**src/rtl/pic_pkg.sv**
```systemverilog
// Shared helpers for the PIC blocks: bit/number conversion and 8-bit rotations.
package pic_pkg;

  localparam int unsigned IRQ_WIDTH = 8;

  // 3-bit level number to one-hot vector
  function automatic logic [IRQ_WIDTH-1:0] num2bit(input logic [2:0] num);
    return IRQ_WIDTH'(1) << num;
  endfunction

  // One-hot (or any) vector to the number of its lowest set bit; 0 when empty
  function automatic logic [2:0] bit2num(input logic [IRQ_WIDTH-1:0] vec);
    logic [2:0] num;
    num = 3'd0;
    for (int i = IRQ_WIDTH - 1; i >= 0; i--) begin
      if (vec[i]) num = 3'(i);
    end
    return num;
  endfunction

  // Rotate an 8-bit vector right by n positions
  function automatic logic [IRQ_WIDTH-1:0] rotate_right(input logic [IRQ_WIDTH-1:0] vec,
                                                       input logic [2:0] n);
    logic [2*IRQ_WIDTH-1:0] dbl;
    dbl = {vec, vec} >> n;
    return dbl[IRQ_WIDTH-1:0];
  endfunction

  // Rotate an 8-bit vector left by n positions
  function automatic logic [IRQ_WIDTH-1:0] rotate_left(input logic [IRQ_WIDTH-1:0] vec,
                                                      input logic [2:0] n);
    logic [2*IRQ_WIDTH-1:0] dbl;
    dbl = {vec, vec} << n;
    return dbl[2*IRQ_WIDTH-1:IRQ_WIDTH];
  endfunction

endpackage

```
**src/rtl/pic_priority_resolver.sv**
```systemverilog
// Rotating-priority, fully nested winner selection against the in-service register.
module pic_priority_resolver
  import pic_pkg::*;
(
  input  logic [IRQ_WIDTH-1:0] pending,
  input  logic [IRQ_WIDTH-1:0] in_service_register,
  input  logic [2:0]           priority_rotate,
  output logic [IRQ_WIDTH-1:0] candidate
);

  logic [2:0]           rot_amt;
  logic [IRQ_WIDTH-1:0] pend_rot;
  logic [IRQ_WIDTH-1:0] isr_rot;
  logic [2:0]           win_num;
  logic [2:0]           isr_num;

  // Rotate so the highest-priority level sits at bit 0, pick lowest bits, rotate back
  always_comb begin
    rot_amt   = 3'(priority_rotate + 3'd1);
    pend_rot  = rotate_right(pending, rot_amt);
    isr_rot   = rotate_right(in_service_register, rot_amt);
    win_num   = bit2num(pend_rot);
    isr_num   = bit2num(isr_rot);
    candidate = '0;
    if ((pend_rot != '0) && ((isr_rot == '0) || (win_num < isr_num))) begin
      candidate = rotate_left(num2bit(win_num), rot_amt);
    end
  end

endmodule

```
**src/rtl/pic_interrupt_request_resolver.sv**
```systemverilog
// IR pin sampling, IRR (edge/level), masking and priority resolution feeding a
// registered one-hot interrupt vector. Define IRQ_SYNC_EN to add a two-flop
// synchronizer on every IR pin (adds two cycles of pin-to-interrupt latency).
module pic_interrupt_request_resolver
  import pic_pkg::*;
(
  input  logic                 clk,
  input  logic                 reset_n,
  input  logic [IRQ_WIDTH-1:0] interrupt_request_pin,
  input  logic                 level_or_edge_triggered_config,
  input  logic                 freeze,
  input  logic [IRQ_WIDTH-1:0] clear_interrupt_request,
  input  logic [IRQ_WIDTH-1:0] interrupt_mask,
  input  logic [2:0]           priority_rotate,
  input  logic [IRQ_WIDTH-1:0] in_service_register,
  output logic [IRQ_WIDTH-1:0] interrupt_request_register,
  output logic [IRQ_WIDTH-1:0] interrupt
);

  logic [IRQ_WIDTH-1:0] pin_sample;
  logic [IRQ_WIDTH-1:0] prev_sample_q, prev_sample_d;
  logic [IRQ_WIDTH-1:0] irr_q, irr_d;
  logic [IRQ_WIDTH-1:0] interrupt_q, interrupt_d;
  logic [IRQ_WIDTH-1:0] pending;
  logic [IRQ_WIDTH-1:0] candidate;

`ifdef IRQ_SYNC_EN
  logic [IRQ_WIDTH-1:0] sync1_q, sync1_d;
  logic [IRQ_WIDTH-1:0] sync2_q, sync2_d;

  // Two-stage synchronizer chain for asynchronous IR sources
  always_comb begin
    sync1_d = interrupt_request_pin;
    sync2_d = sync1_q;
  end

  // Synchronizer flops, cleared at reset
  always_ff @(posedge clk or negedge reset_n) begin
    if (!reset_n) begin
      sync1_q <= '0;
      sync2_q <= '0;
    end else begin
      sync1_q <= sync1_d;
      sync2_q <= sync2_d;
    end
  end

  assign pin_sample = sync2_q;
`else
  assign pin_sample = interrupt_request_pin;
`endif

  // Previous sample tracks the pins every cycle, independent of freeze
  always_comb prev_sample_d = pin_sample;

  // IRR next state: clear beats freeze beats edge/level capture
  always_comb begin
    irr_d = irr_q;
    for (int i = 0; i < IRQ_WIDTH; i++) begin
      if (clear_interrupt_request[i]) begin
        irr_d[i] = 1'b0;
      end else if (freeze) begin
        irr_d[i] = irr_q[i];
      end else if (level_or_edge_triggered_config) begin
        irr_d[i] = pin_sample[i];
      end else if (!prev_sample_q[i] && pin_sample[i]) begin
        irr_d[i] = 1'b1;
      end
    end
  end

  assign pending = irr_q & ~interrupt_mask;

  pic_priority_resolver u_priority_resolver (
    .pending             (pending),
    .in_service_register (in_service_register),
    .priority_rotate     (priority_rotate),
    .candidate           (candidate)
  );

  // Output vector updates with the resolver result unless an acknowledge is underway
  always_comb interrupt_d = freeze ? interrupt_q : candidate;

  // State registers; prev sample resets high so a pin already high needs a fresh edge
  always_ff @(posedge clk or negedge reset_n) begin
    if (!reset_n) begin
      prev_sample_q <= '1;
      irr_q         <= '0;
      interrupt_q   <= '0;
    end else begin
      prev_sample_q <= prev_sample_d;
      irr_q         <= irr_d;
      interrupt_q   <= interrupt_d;
    end
  end

  assign interrupt_request_register = irr_q;
  assign interrupt                  = interrupt_q;

endmodule

```
**config.mk**
```make
export PLATFORM = sky130hd
export DESIGN_NAME = pic_interrupt_request_resolver
export DESIGN_NICKNAME = d
export VERILOG_FILES = /design/src/rtl/pic_pkg.sv /design/src/rtl/pic_priority_resolver.sv /design/src/rtl/pic_interrupt_request_resolver.sv
export SDC_FILE = /design/constraint.sdc
export NUM_CORES = 1
export LEC_CHECK = 0
export CELL_PAD_IN_SITES_DETAIL_PLACEMENT = 2
export CELL_PAD_IN_SITES_GLOBAL_PLACEMENT = 2
export CORE_ASPECT_RATIO = 0.8
export CORE_MARGIN = 2
export CORE_UTILIZATION = 27
export DETAILED_ROUTE_END_ITERATION = 8
export PLACE_DENSITY_LB_ADDON = 0.3
export SLEW_MARGIN = 20
export SYNTH_ARGS = -nofsm -noshare
export SYNTH_HDL_FRONTEND = slang
export SYNTH_SLANG_ARGS = --single-unit
```
**constraint.sdc**
```tcl
create_clock -name clk -period 3.1 [get_ports clk]
set_input_delay 0.62 -clock clk [delete_from_list [all_inputs] [get_ports clk]]
set_output_delay 0.62 -clock clk [all_outputs]
set_load 0.005 [all_outputs]
```
---- Word level (Yosys, flattened, before mapping) ----
Cells that the tools add are included.
cells by class
  $add $sub $neg .......................... 1
  multipliers ............................. 0
  divide/modulo/power cells ............... 0
  order comparisons ....................... 1
  eq/ne operators ......................... 8
  shift-type cells ........................ 4
  mux-type cells .......................... 49
  bitwise operators ....................... 2
  reduce and logical (&&, ||, !) cells .... 36
operator list
  operator                                                count
  2-to-1 mux 3 bit                                        16
  2-to-1 mux 1 bit                                        32
  >> shifter 16 x 3 -> 8 bit                              2
  nonzero test 3 bit                                      8
  inequality test 2 x 1 -> 1 bit (second input constant)  8
  AND reduction 2 bit                                     8
  left shift 16 x 3 -> 16 bit                             1
  logical AND 1 bit                                       9
  bitwise AND 8 bit                                       1
  zero test 1 bit                                         8
  zero test 8 bit                                         1
  2-to-1 mux 8 bit                                        1
  inverter 8 bit                                          1
  nonzero test 8 bit                                      1
  left shift 1 x 3 -> 8 bit (first input constant)        1
  adder 3 x 1 -> 3 bit (second input constant)            1
  < comparator 3 bit                                      1
  logical OR 1 bit                                        1
storage, ports and cells
  register bits ........................... 24
  bits in latches ......................... 0
  RAM bits ................................ 0
  ROM bits ................................ 0
  input bits .............................. 39
  output and inout bits ................... 16
  logic and storage cells ................. 111
  memories ................................ 0

---- Logic depth before layout (Yosys ltp) ----
Gate-level depths: netlist (run 1).
  word-level depth ........................ 15
  gate-level depth with buffers ........... 14
  depth with buffers taken out ............ 12

---- By module ----
A second synthesis (run 1) with hierarchy kept.
unflattened totals
  cells, all modules ...................... 272
  area total of the unflattened synthesis .. 2544.9 um^2
by module, submodules not included
  module                          instances  cells each  area an instance (um^2)  sequential area each (um^2)
  pic_priority_resolver           1          196         1544.0                   0.0
  pic_interrupt_request_resolver  1          76          1001.0                   610.6

---- Worst setup path before layout (run 1) ----
Ideal clock, no wire load.
  path type ............................... in2reg
  start point ............................. in priority_rotate[0]
  end point ............................... reg interrupt_q[3] (netlist: interrupt[3])
  setup time .............................. 0.110 ns
  arrival ................................. 3.960 ns
  data required time ...................... 2.990 ns
  setup slack ............................. -0.970 ns
  stages on the path ...................... 12
  path buffers ............................ 0
  path through ............................ ha_1 xor2_2 mux4_2 mux2_2 a211o_1 a21oi_1 ha_1 o21a_1 o22ai_1 a31oi_1 a211o_1 o41ai_1
between the ends
  word-level cells in the longest chain between the ends .. 14
  elaborated cells on any way between the ends .. 27
  classes of those cells .................. 1 x add/sub; 1 x order compare; 4 x shift; 17 x mux; 4 x reduce/logical
RTL lines
  element                         RTL line                              RTL
  start: declaration              pic_interrupt_request_resolver.sv:14  input logic [2:0] priority_rotate,
  adder 3 x 1 -> 3 bit (*)        pic_priority_resolver.sv:19           rot_amt = 3'(priority_rotate + 3'd1);
  >> shifter 16 x 3 -> 8 bit      pic_pkg.sv:25                         dbl = {vec, vec} >> n;
  2-to-1 mux 3 bit (8 in series)  pic_pkg.sv:16                         if (vec[i]) num = 3'(i);
  < comparator 3 bit              pic_priority_resolver.sv:25           if ((pend_rot != '0) && ((isr_rot == '0) || (win_num < isr_num))) begin
  logical OR 1 bit                pic_priority_resolver.sv:25
  logical AND 1 bit               pic_priority_resolver.sv:25
  2-to-1 mux 8 bit (*)            pic_priority_resolver.sv:25
  end signal: assignment          pic_interrupt_request_resolver.sv:93  interrupt_q <= interrupt_d;
  end: declaration                pic_interrupt_request_resolver.sv:23  logic [IRQ_WIDTH-1:0] interrupt_q, interrupt_d;
Mark *: on every way between the ends. The rest lies on a longest branch, timed or not.
A chain may end at the register's enable or synchronous reset.

---- Worst setup path after layout (run 1) ----
  start point ............................. in interrupt_mask[5]
  end point ............................... reg interrupt_q[4] (netlist: interrupt[4])
between the ends
  word-level cells in the longest chain between the ends .. 15
  elaborated cells on any way between the ends .. 18
  classes of those cells .................. 1 x order compare; 3 x shift; 9 x mux; 2 x bitwise; 3 x reduce/logical
RTL lines
  element                         RTL line                              RTL
  start: declaration              pic_interrupt_request_resolver.sv:13  input logic [IRQ_WIDTH-1:0] interrupt_mask,
  inverter 8 bit (*)              pic_interrupt_request_resolver.sv:72  assign pending = irr_q & ~interrupt_mask;
  bitwise AND 8 bit (*)           pic_interrupt_request_resolver.sv:72
  >> shifter 16 x 3 -> 8 bit (*)  pic_pkg.sv:25
  2-to-1 mux 3 bit (8 in series)  pic_pkg.sv:16
  < comparator 3 bit              pic_priority_resolver.sv:25
  logical OR 1 bit                pic_priority_resolver.sv:25
  logical AND 1 bit               pic_priority_resolver.sv:25
  2-to-1 mux 8 bit (*)            pic_priority_resolver.sv:25
Marked as above.

==> run summary, run 1 <==
For the post-layout utilization of the core, the log shows 0.454. The first global-routing pass estimated 13.9 mm of wire. The count of final hold-check violations is 0, and the number of buffers added to fix hold violations after cts is 0. The first routing iteration left 101 violations. The startpoint type of the worst setup path is a primary input.

Kind of end point of the critical path: a register. After clock tree synthesis, the clock-pin slew on the worst setup and hold paths is 90 ps. The floorplan step defined a die boundary enclosing 0.00893 mm^2. The warning count from the yosys run was 0. Yosys mapped a number of flops with a built-in enable equal to 0. The cell area power density is 361 mW/mm^2.

The data arrival time at the worst-slack endpoint came out at 3820 ps. The number of buffers and inverters on the critical path is 2. The flip-flop and latch count after synthesis is 24. CTS saw 24 sinks.

Maximum frequency from static timing analysis: 278 MHz. The library cell used most frequently in the layout, excluding fill and tap cells, is buf_4. For the setup clock skew after layout, the log shows 5.38 ps. The tools report the number of detailed-routing iterations run before antenna repair as 4. The run gives 55 as the number of placed I/O pins.

Relative to the synthesized area, the layout overhead comes to 63.1%. The total power is 1.30 mW, and the fraction of synthesis flops using an asynchronous set or reset pin is 1.00. The sequential-to-total area share from yosys stat was 0.276. The flow ran to the end, but the final reports show violations. The worst ir drop on vdd is 192 uV. The tool flagged a number of max-cap violations equal to 0. In the layout the commonest cells are buf_4 (60), clkdlybuf4s50_1 (50), nand2_1 (31).

The number of levels the H-tree was split into was 1. The TritonCTS buffer count came out at 3. The count of standard-cell rows came out at 29. The number of antenna violations at the first check in global routing is 0. For the clock tree buffer depth, the log shows 2. The die is 105 um wide. Walking the worst path, the cells encountered are clkdlybuf4s50_1 -> nand2b_1 -> mux4_2 -> mux2_4 -> a211o_1 -> a21oi_2 -> ha_1 -> o21a_1 -> o22ai_1 -> a31oi_1 -> a211o_2 -> buf_6 -> o21ai_2. The tightest min-delay check is of the register to register type. The area of the core came out at 0.00795 mm^2. The top fanout value on the critical path came out at 5.

The number of nets in the layout is 391. Final weighted congestion in routability-driven placement: 0.840. The standard cell with the maximum stage delay on the critical path was mux4_2. In the final routed layout, each cell accounts on average for 19.8 um. The normalized max-slew margin is 0.686, and the slew at the pin closest to its max-slew limit is 468 ps.

The tools report the number of max-slew violations in the final report as 0. Synthesis instantiated 47 different standard cells from the library. The effective utilization at floorplan is 0.278.

Port buffering added 54 buffers. The cell count after synthesis was 232; the overflow left after global routing was 0. The residual antenna-violating net count after detailed routing was 0; the total half-perimeter wirelength after legalization and detailed placement was 6.49 mm. All-layer global routing usage: 0.196.

The final period demand of the worst path works out to 3600 ps. The run gives 37 as the pin count of the biggest net entering global routing. The delay of the slowest critical-path stage is 530 ps. The tools report the clock root buffer master as clkbuf_8. The number of global-route vias before repair was 2613. The post-route clock period utilization was 1.16. The share of post-route cells with drive strength above 1 came out at 0.388.

The number of setup violations in the final report was 8. Setup repair after global routing could not meet its margin everywhere. Summing every instance area after synthesis gives 0.00221 mm^2. The repair_antennas step left the layout with diodes totalling 0. A synthesized cell averages 9.53 um^2. In this run the static leakage power is 1.52 nW. The wire length reported by the detailed router came out at 9.05 mm. TritonCTS built the clock tree. Grouping stages by cell kind, the critical path spends the most delay in compound AO/OA/AOI/OAI gates.

At the later pin of the worst-skew pair, clock insertion delay measures 280 ps. The required time of the critical path came out at 3320 ps. The checks that failed: negative setup slack. The type of the worst setup path was primary input to register.

Via count of the routed design: 2345. The average vias per placed instance was 5.14; the least setup slack across all paths after layout was -498 ps. For the synthesized netlist net count, the log shows 274. Among all flip-flop cells after synthesis, the most frequent one is dfrtp_1. After detailed routing, the number of remaining DRC violations is 0. The chip height was 84.9 um.
==> routing by layer <==
metal,global-route usage,part of all wire,up-vias
li1,-,-,1096
met1,0.256,0.44,1196
met2,0.357,0.53,46
met3,0.0261,0.027,7
met4,0.0218,0.0059,0
met5,0,0,-
==> worst register-to-register path, stage by stage, from the launching register on <==
cell and delay, ps:
dfrtp_1 450, nor2b_1 200, mux4_2 550, mux2_4 340, a211o_1 320, a21oi_2 170, ha_1 260, o21a_1 200
o22ai_1 110, a31oi_1 60, a211o_2 360, buf_6 150, o21ai_2 100
==> kinds of logic (layout without fill, tap and decap cells) <==
kind of cell,after synthesis,in the layout,share of synthesized area
compound gates,58,58,0.173
xor+xnor,4,4,0.0294
fa+ha+maj,3,3,0.0170
buf+inv,21,137,0.0419
flops,24,24,0.276
mux,36,36,0.260
simple gates,86,86,0.203
==> path summary, 6_finish.rpt <==
path | endpoint | slack, ps | depth (start not counted) | start
min in group asynchronous | interrupt_request_register[3] | 700 | 2 | reset_n
setup / recovery | interrupt[4] | -500 | 13 | interrupt_mask[5]
setup reg to reg | interrupt[4] | -230 | 12 | interrupt_request_register[6]
max in group asynchronous | prev_sample_q[1] | 2110 | 2 | reset_n
hold / removal | interrupt[6] | 490 | 2 | interrupt[6]
hold reg to reg | interrupt[6] | 490 | 2 | interrupt[6]
==> stage by stage <==
step	hold slack (ps)	setup slack, ps	setup TNS, ps	instances	instance area (um^2)
floorplan	324	-491	-3240	232	2260
global route	534	-604	-4670	456	3610
detailed placement	464	-1370	-10300	438	3290
finish	494	-498	-3840	456	3610
CTS	492	-633	-4560	450	3470
global placement	460	-1170	-8670	438	3290
==> Yosys cell counts (2+ instances only) <==
master	count	share of area
nand2_1	33	0.056
o41ai_1	2	0.0079
dfrtp_1	16	0.18
clkbuf_1	6	0.010
mux2i_1	14	0.063
a22oi_1	2	0.0068
xnor2_2	3	0.022
a32oi_1	2	0.0079
nor2b_1	9	0.025
nor2_1	11	0.019
mux2_2	5	0.025
or2_2	2	0.0057
a31oi_1	2	0.0057
ha_1	3	0.017
buf_2	2	0.0045
and2_1	5	0.014
and3_1	3	0.0085
nand3_1	4	0.0091
dfstp_2	8	0.095
a21oi_1	12	0.027
nand2b_1	12	0.034
inv_1	8	0.014
o21ai_0	10	0.023
a211o_1	3	0.012
a2bb2oi_1	3	0.012
o21ai_1	5	0.011
mux4_2	15	0.15
a2111oi_0	2	0.0079
a41oi_1	2	0.0079
nor3_1	3	0.0068
a211oi_1	3	0.010
o211ai_1	7	0.024
==> final cells by class <==
class | count | area (um^2)
Fill cell | 855 | 4340
Multi-Input combinational cell | 187 | 1670
Timing Repair Buffer | 123 | 1100
Sequential cell | 24 | 611
Tap cell | 108 | 135
Clock buffer | 4 | 55.1
Inverter | 10 | 37.5
==> report_power, final <==
part           leakage, nW  internal (mW)  total (mW)  switching [mW]
logic                 1.19          0.387       0.720           0.334
clock network       0.0288          0.114       0.226           0.112
registers            0.302          0.339       0.354          0.0152
==> state kept, by name, indices dropped and copies added, names as in the netlist <==
register	cells
interrupt_request_register	8
interrupt	8
prev_sample_q	8
==> repair_timing <==
| action | 4_1_cts | 5_1_grt |
|---|---|---|
| pin swaps | 11 | 20 |
| buffers inserted | 8 | 6 |
| resized for setup | 24 | 23 |
| endpoints found under the setup margin | 8 | 8 |
(Power assumes the default switching activity.)
==> run 2, diff against run 1 <==
RECOVER_POWER = 50   (was unset)
SKIP_CTS_REPAIR_TIMING = 1   (was unset)
==> run summary, run 2 (synthesis gave the netlist of run 1 again) <==
The post-route clock period utilization came out at 1.21. Setup repair after global routing could not meet its margin everywhere. Static timing analysis puts the maximum clock frequency at 266 MHz. The net count of the finished layout is 386. Data arrives at the worst endpoint at 3930 ps. The count of standard-cell rows is 29, and the count of antenna diodes in the layout is 0.

The logs give 8.34 mm for the wire length reported by the detailed router and 1.47 nW for the leakage power. After clock tree synthesis, the clock-pin slew on the worst setup and hold paths is 90 ps. The number of antenna violations at the first check in global routing is 0, and the least setup slack across all paths after layout is -654 ps. Once detailed placement completed, the half-perimeter wirelength came to 6.49 mm. TritonCTS built the clock tree.

The floorplan die area is 0.00893 mm^2, and the post-layout utilization of the core is 0.438. Across the routed clock network, the largest skew measured is 6.72 ps. The residual antenna-violating net count after detailed routing came out at 0. Number of setup violations in the final report: 8. OpenSTA, run right after detailed placement, puts the worst setup slack at -1370 ps.

Once placement finished, the instance area stood at 0.00329 mm^2. For the pin with the worst max-slew slack, the measured transition is 1320 ps. For this block, the initial DRC count from the detailed router was 88. During placement, the flow inserted port buffers numbering 54.

Average wire per cell in the routed design: 18.5 um. Using the TritonRoute via totals, the vias-per-cell ratio works out to 5.10. STA classifies the critical path startpoint as a primary input.

The number of global-route vias before repair was 2508; the total power was 1.24 mW. Traced cell by cell, the critical path runs through buf_8 -> ha_4 -> xor2_4 -> mux4_2 -> mux2_4 -> a211o_1 -> a21oi_2 -> ha_1 -> o21a_1 -> o22ai_1 -> a31oi_1 -> a211o_2 -> o41ai_2. The number of max-slew violations in the final report came out at 0.

The tightest min-delay check is of the register to register type. The logs give 0.00348 mm^2 for the total non-filler cell area in the finished layout and 0.278 for the effective utilization at floorplan. The layout filler cell count was 870; the worst ir drop on vdd was 160 uV. Kind of end point of the critical path: a register. The area of the core is 0.00795 mm^2. The first detailed-routing pass took 4 iterations. The all-layer global routing usage is 0.184, and the top fanout value on the critical path is 6. The checks that failed: negative setup slack. For the number of levels the H-tree was split into, the log shows 1.

The logs give 0.840 for the final weighted congestion in routability-driven placement and 0 for the max-capacitance violation count. The tools report the TritonCTS buffer count as 3. In this design, the stage delay of the slowest critical-path cell is 610 ps.

The total overflow left after global routing is 0. The flow ran to the end, but the final reports show violations. At the worst endpoint, the required time is 3280 ps.

The cell area power density came out at 357 mW/mm^2. For this run, design rule violations remaining after detail routing come to 0. The pin count of the biggest net entering global routing is 37. On the critical path, the stage with the largest delay is an instance of mux4_2. During I/O placement, the number of pins put on the boundary was 55. The count of final hold-check violations is 0, and the number of clock sinks is 24.

Leaving out fill and tap cells, the most frequent cells in the layout are buf_4 (62), clkdlybuf4s50_1 (42), nand2_1 (33). The via count of the routed design came out at 2298. The normalized max-slew margin came out at 0.122. The die is 105 um wide. The share of post-route cells with drive strength above 1 was 0.353. The final period demand of the worst path is 3750 ps, and the clock latency on the worst-skew pair is 270 ps. The first global-routing pass estimated 13.1 mm of wire. The setup path with the least slack is of type primary input to register. Summed over all failing endpoints, the final setup total negative slack is -4780 ps. Chip height: 84.9 um. The most common cell after layout, fill and taps aside was buf_4. Relative to the synthesized area, the layout overhead comes to 57.3%. The clock passes through at most 2 buffers. The root buffer cell chosen for the clock tree is clkbuf_8.
run 2: cell types whose count changed in the layout (fill, tap and decap cells not counted), sizes merged:
cell           before  now
buf                72   65
clkbuf              4    5
clkdlybuf4s50      50   42
dlygate4sd3         0    9
run 2: stage by stage:
stage          std cells  hold slack [ps]
4_1_cts              442              489
3_3_place_gp         438              460
6_report             451              494
2_1_floorplan        232              324
3_5_place_dp         438              464
5_1_grt              451              543
run 2: critical path, delay by kind of cell:
family,cells,cell delay (ps)
mux,2,940
xor+xnor,1,270
compound gates,7,1560
fa+ha+maj,2,440
buf+inv,1,100
run 2: cell type report:
| class | instances | area (um^2) | share of cell area |
|---|---|---|---|
| Clock buffer | 4 | 55.1 | 0.0158 |
| Multi-Input combinational cell | 187 | 1610 | 0.463 |
| Sequential cell | 24 | 611 | 0.176 |
| Tap cell | 108 | 135 | 0.0388 |
| Timing Repair Buffer | 118 | 1030 | 0.296 |
| Inverter | 10 | 37.5 | 0.0108 |
run 2: final timing paths:
check | cells past startpoint | start | endpoint | slack [ps]
setup / recovery | 13 | priority_rotate[0] | interrupt[3] | -650
min in group asynchronous | 2 | reset_n | interrupt_request_register[2] | 1160
hold / removal | 2 | interrupt[2] | interrupt[2] | 490
hold reg to reg | 2 | interrupt[2] | interrupt[2] | 490
max in group asynchronous | 2 | reset_n | interrupt_request_register[7] | 1170
setup reg to reg | 11 | interrupt_request_register[6] | interrupt[3] | -320
run 2: where the power goes:
group | switching (mW) | internal, mW
clock network | 0.103 | 0.114
logic | 0.315 | 0.356
registers | 0.0147 | 0.339
total | 0.433 | 0.809
run 2: layer usage:
metal,share of wire,global-route usage,routed length (um),vias up
met4,0.0047,0.0206,39,0
met3,0.028,0.0276,231,6
li1,-,-,-,1085
met2,0.52,0.322,4320,45
met1,0.45,0.250,3760,1162
met5,0,0,0,-
==> RTL edit (flow settings as in run 1) <==
The package constant `IRQ_WIDTH` goes from 8 to 6.
--- a/src/rtl/pic_pkg.sv
+++ b/src/rtl/pic_pkg.sv
@@ -1,7 +1,7 @@
 // Shared helpers for the PIC blocks: bit/number conversion and 8-bit rotations.
 package pic_pkg;
 
-  localparam int unsigned IRQ_WIDTH = 8;
+  localparam int unsigned IRQ_WIDTH = 6;
 
   // 3-bit level number to one-hot vector
   function automatic logic [IRQ_WIDTH-1:0] num2bit(input logic [2:0] num);
Ports: changed (6 resized); port bits go from 55 to 43. No check against the original RTL was run, so the function may have changed too.
==> RTL edit against run 1 <==
The run still ends with negative setup slack left; setup slack gained 240 ps; cell area fell by 28%; routed wire length shrank 27%; largest power group unchanged; first-iteration DRC count fell by 55%; largest cell class unchanged; clock skew fell by 3.0 ps; power decreased by 31%; area after synthesis shrank 25%; sequential cell count fell by 6; critical path type unchanged.
==> RTL edit: results (changes against run 1) <==
{
  "vdd_ir_drop_max": {"value": 0.1621, "unit": "mV", "change": "-16%"},
  "synth.lib_cells_used.distinct": {"value": 44, "change": "-6.4%"},
  "grtUsageTotal": {"value": 19.52, "unit": "%", "change": "-0.051 points"},
  "post_synthesis_mux_area_share": {"value": 23.98, "unit": "%", "change": "-2.0 points"},
  "synth-xor-area-share": {"value": 2.556, "unit": "%", "change": "-0.39 points"},
  "setup_tns": {"value": -990.9, "unit": "ps", "change": "+2850 ps"},
  "vias_in_the_first_global_route": {"value": 1971, "change": "-25%"},
  "yosys.area_share.adder": {"value": 2.256, "unit": "%", "change": "+0.56 points"},
  "pin_count_of_the_biggest_net_entering_global_routing": {"value": 19, "change": "-49%"},
  "dp_hpwl": {"value": 4967, "unit": "um", "change": "-23%"},
  "synth-compound-area-share": {"value": 19.32, "unit": "%", "change": "+2.1 points"},
  "report.final.setup_viol": {"value": 6, "change": "-2"},
  "initialDrtViolationCount": {"value": 45, "change": "-55%"},
  "layout.nets": {"value": 292, "change": "-25%"},
  "synth.yosys.seq_area_share": {"value": 27.52, "unit": "%", "change": "-0.099 points"},
  "syn_nets": {"value": 215, "change": "-22%"},
  "worstPathArrival": {"value": 3500, "unit": "ps", "change": "-320 ps"},
  "wire_length_of_the_first_global_routing_pass": {"value": 10310, "unit": "um", "change": "-26%"},
  "timing.max_slew.rel_slack": {"value": 41.98, "unit": "%", "change": "-27 points"},
  "layout_cells_sized_above_1": {"value": 34.38, "unit": "%", "change": "-4.4 points"},
  "totalWireLength": {"value": 6623, "unit": "um", "change": "-27%"},
  "result_of_the_run": {"value": "finished with violations"},
  "clock-skew-final": {"value": 2.411, "unit": "ps", "change": "-2.967 ps"},
  "placed_area": {"value": 2441, "unit": "um^2", "change": "-26%"},
  "synth_top_cells_by_count": {"value": "27 x sky130_fd_sc_hd__nand2_1, 14 x sky130_fd_sc_hd__mux2i_1, 12 x sky130_fd_sc_hd__dfrtp_1, 11 x sky130_fd_sc_hd__a21oi_1"},
  "critical_path_peak_fanout": {"value": 4, "change": "-1"},
  "drt-vias-per-instance": {"value": 5.187, "change": "+0.86%"},
  "clkTransAtPathRegs": {"value": 70, "unit": "ps", "change": "-20 ps"},
  "violated_checks": {"value": "negative setup slack"},
  "power.leakage": {"value": 1.102, "unit": "nW", "change": "-27%"},
  "worst_slack": {"value": -255.5, "unit": "ps", "change": "+242.7 ps"},
  "worstRegToRegCells": {"value": 8, "change": "-4"}
}
-- RTL edit: changes by cell type in the layout (fill, tap and decap cells not counted), moves of 6 or more --
cell / run 1 / this run
sky130_fd_sc_hd__buf_6: 10 / 2
sky130_fd_sc_hd__clkdlybuf4s50_1: 50 / 35
sky130_fd_sc_hd__buf_4: 60 / 39
sky130_fd_sc_hd__nor2b_1: 9 / 1
sky130_fd_sc_hd__o21ai_0: 8 / 2
sky130_fd_sc_hd__mux4_2: 16 / 9
sky130_fd_sc_hd__nand2b_1: 10 / 4
-- RTL edit: cells by family after synthesis --
family / count (synthesis)
AOI/OAI and AO/OA: 43
muxes: 28
xor gates and xnor gates: 4
buffers and inverters: 17
and+or+nand+nor: 68
DFF: 18
adders and majority gates: 3
-- RTL edit: power by group --
group	internal, mW	switching, mW	total, mW
Sequential	0.254	0.0140	0.268
Combinational	0.244	0.220	0.464
Clock	0.0866	0.0815	0.168
Total	0.584	0.316	0.900
-- RTL edit: metrics by stage --
stage                     total power, mW  cells  hold WS, ps  util [%]  worst slack (ps)
after global placement             0.6929    329        472.3     41.07            -870.2
after floorplan                    0.4987    181        324.4         -            -452.4
final                              0.9002    337        496.0     43.62            -255.5
after global routing               0.9540    337        528.8     43.62            -353.2
after CTS                          0.8940    335        504.5     43.05            -229.2
after detailed placement           0.7097    329        485.5     41.07            -980.9
-- RTL edit: final cells by class --
cell class | count | area [um^2]
Sequential cell | 18 | 457.9
Tap cell | 81 | 101.3
Multi-Input combinational cell | 146 | 1256
Timing Repair Buffer | 81 | 705.7
Clock buffer | 3 | 41.29
Inverter | 8 | 30.03
Fill cell | 651 | 3351
-- RTL edit: final timing paths --
check | from | endpoint | slack (ps)
max | priority_rotate[0] | interrupt[0]$_DFFE_PN0N_ | -260
min | interrupt[3]$_DFFE_PN0N_ | interrupt[3]$_DFFE_PN0N_ | 500
max reg2reg | interrupt_request_register[3]$_DFFE_PN0P_ | interrupt[0]$_DFFE_PN0N_ | 60
min reg2reg | interrupt[3]$_DFFE_PN0N_ | interrupt[3]$_DFFE_PN0N_ | 500
max in group asynchronous | reset_n | interrupt_request_register[0]$_DFFE_PN0P_ | 1710
min in group asynchronous | reset_n | interrupt[1]$_DFFE_PN0N_ | 850
-- RTL edit: what timing repair did --
| item | CTS | global route |
|---|---|---|
| pin swaps | 10 | 7 |
| setup buffers | 3 | 2 |
| setup endpoints to repair | 6 | 6 |
| gates cloned | 0 | 0 |
| hold buffers | 0 | 0 |
| gates resized for setup | 31 | 5 |
-- RTL edit: per-layer routing --
layer  vias up  GRT usage (%)  part of all wire (%)  wire, um
met5         -              0                     0         0
met4         0          2.488                  0.17        11
met3         4          3.242                   2.1       140
met2        26          35.38                    52      3430
met1       894          25.59                    46      3039
li1        824              -                     -         -
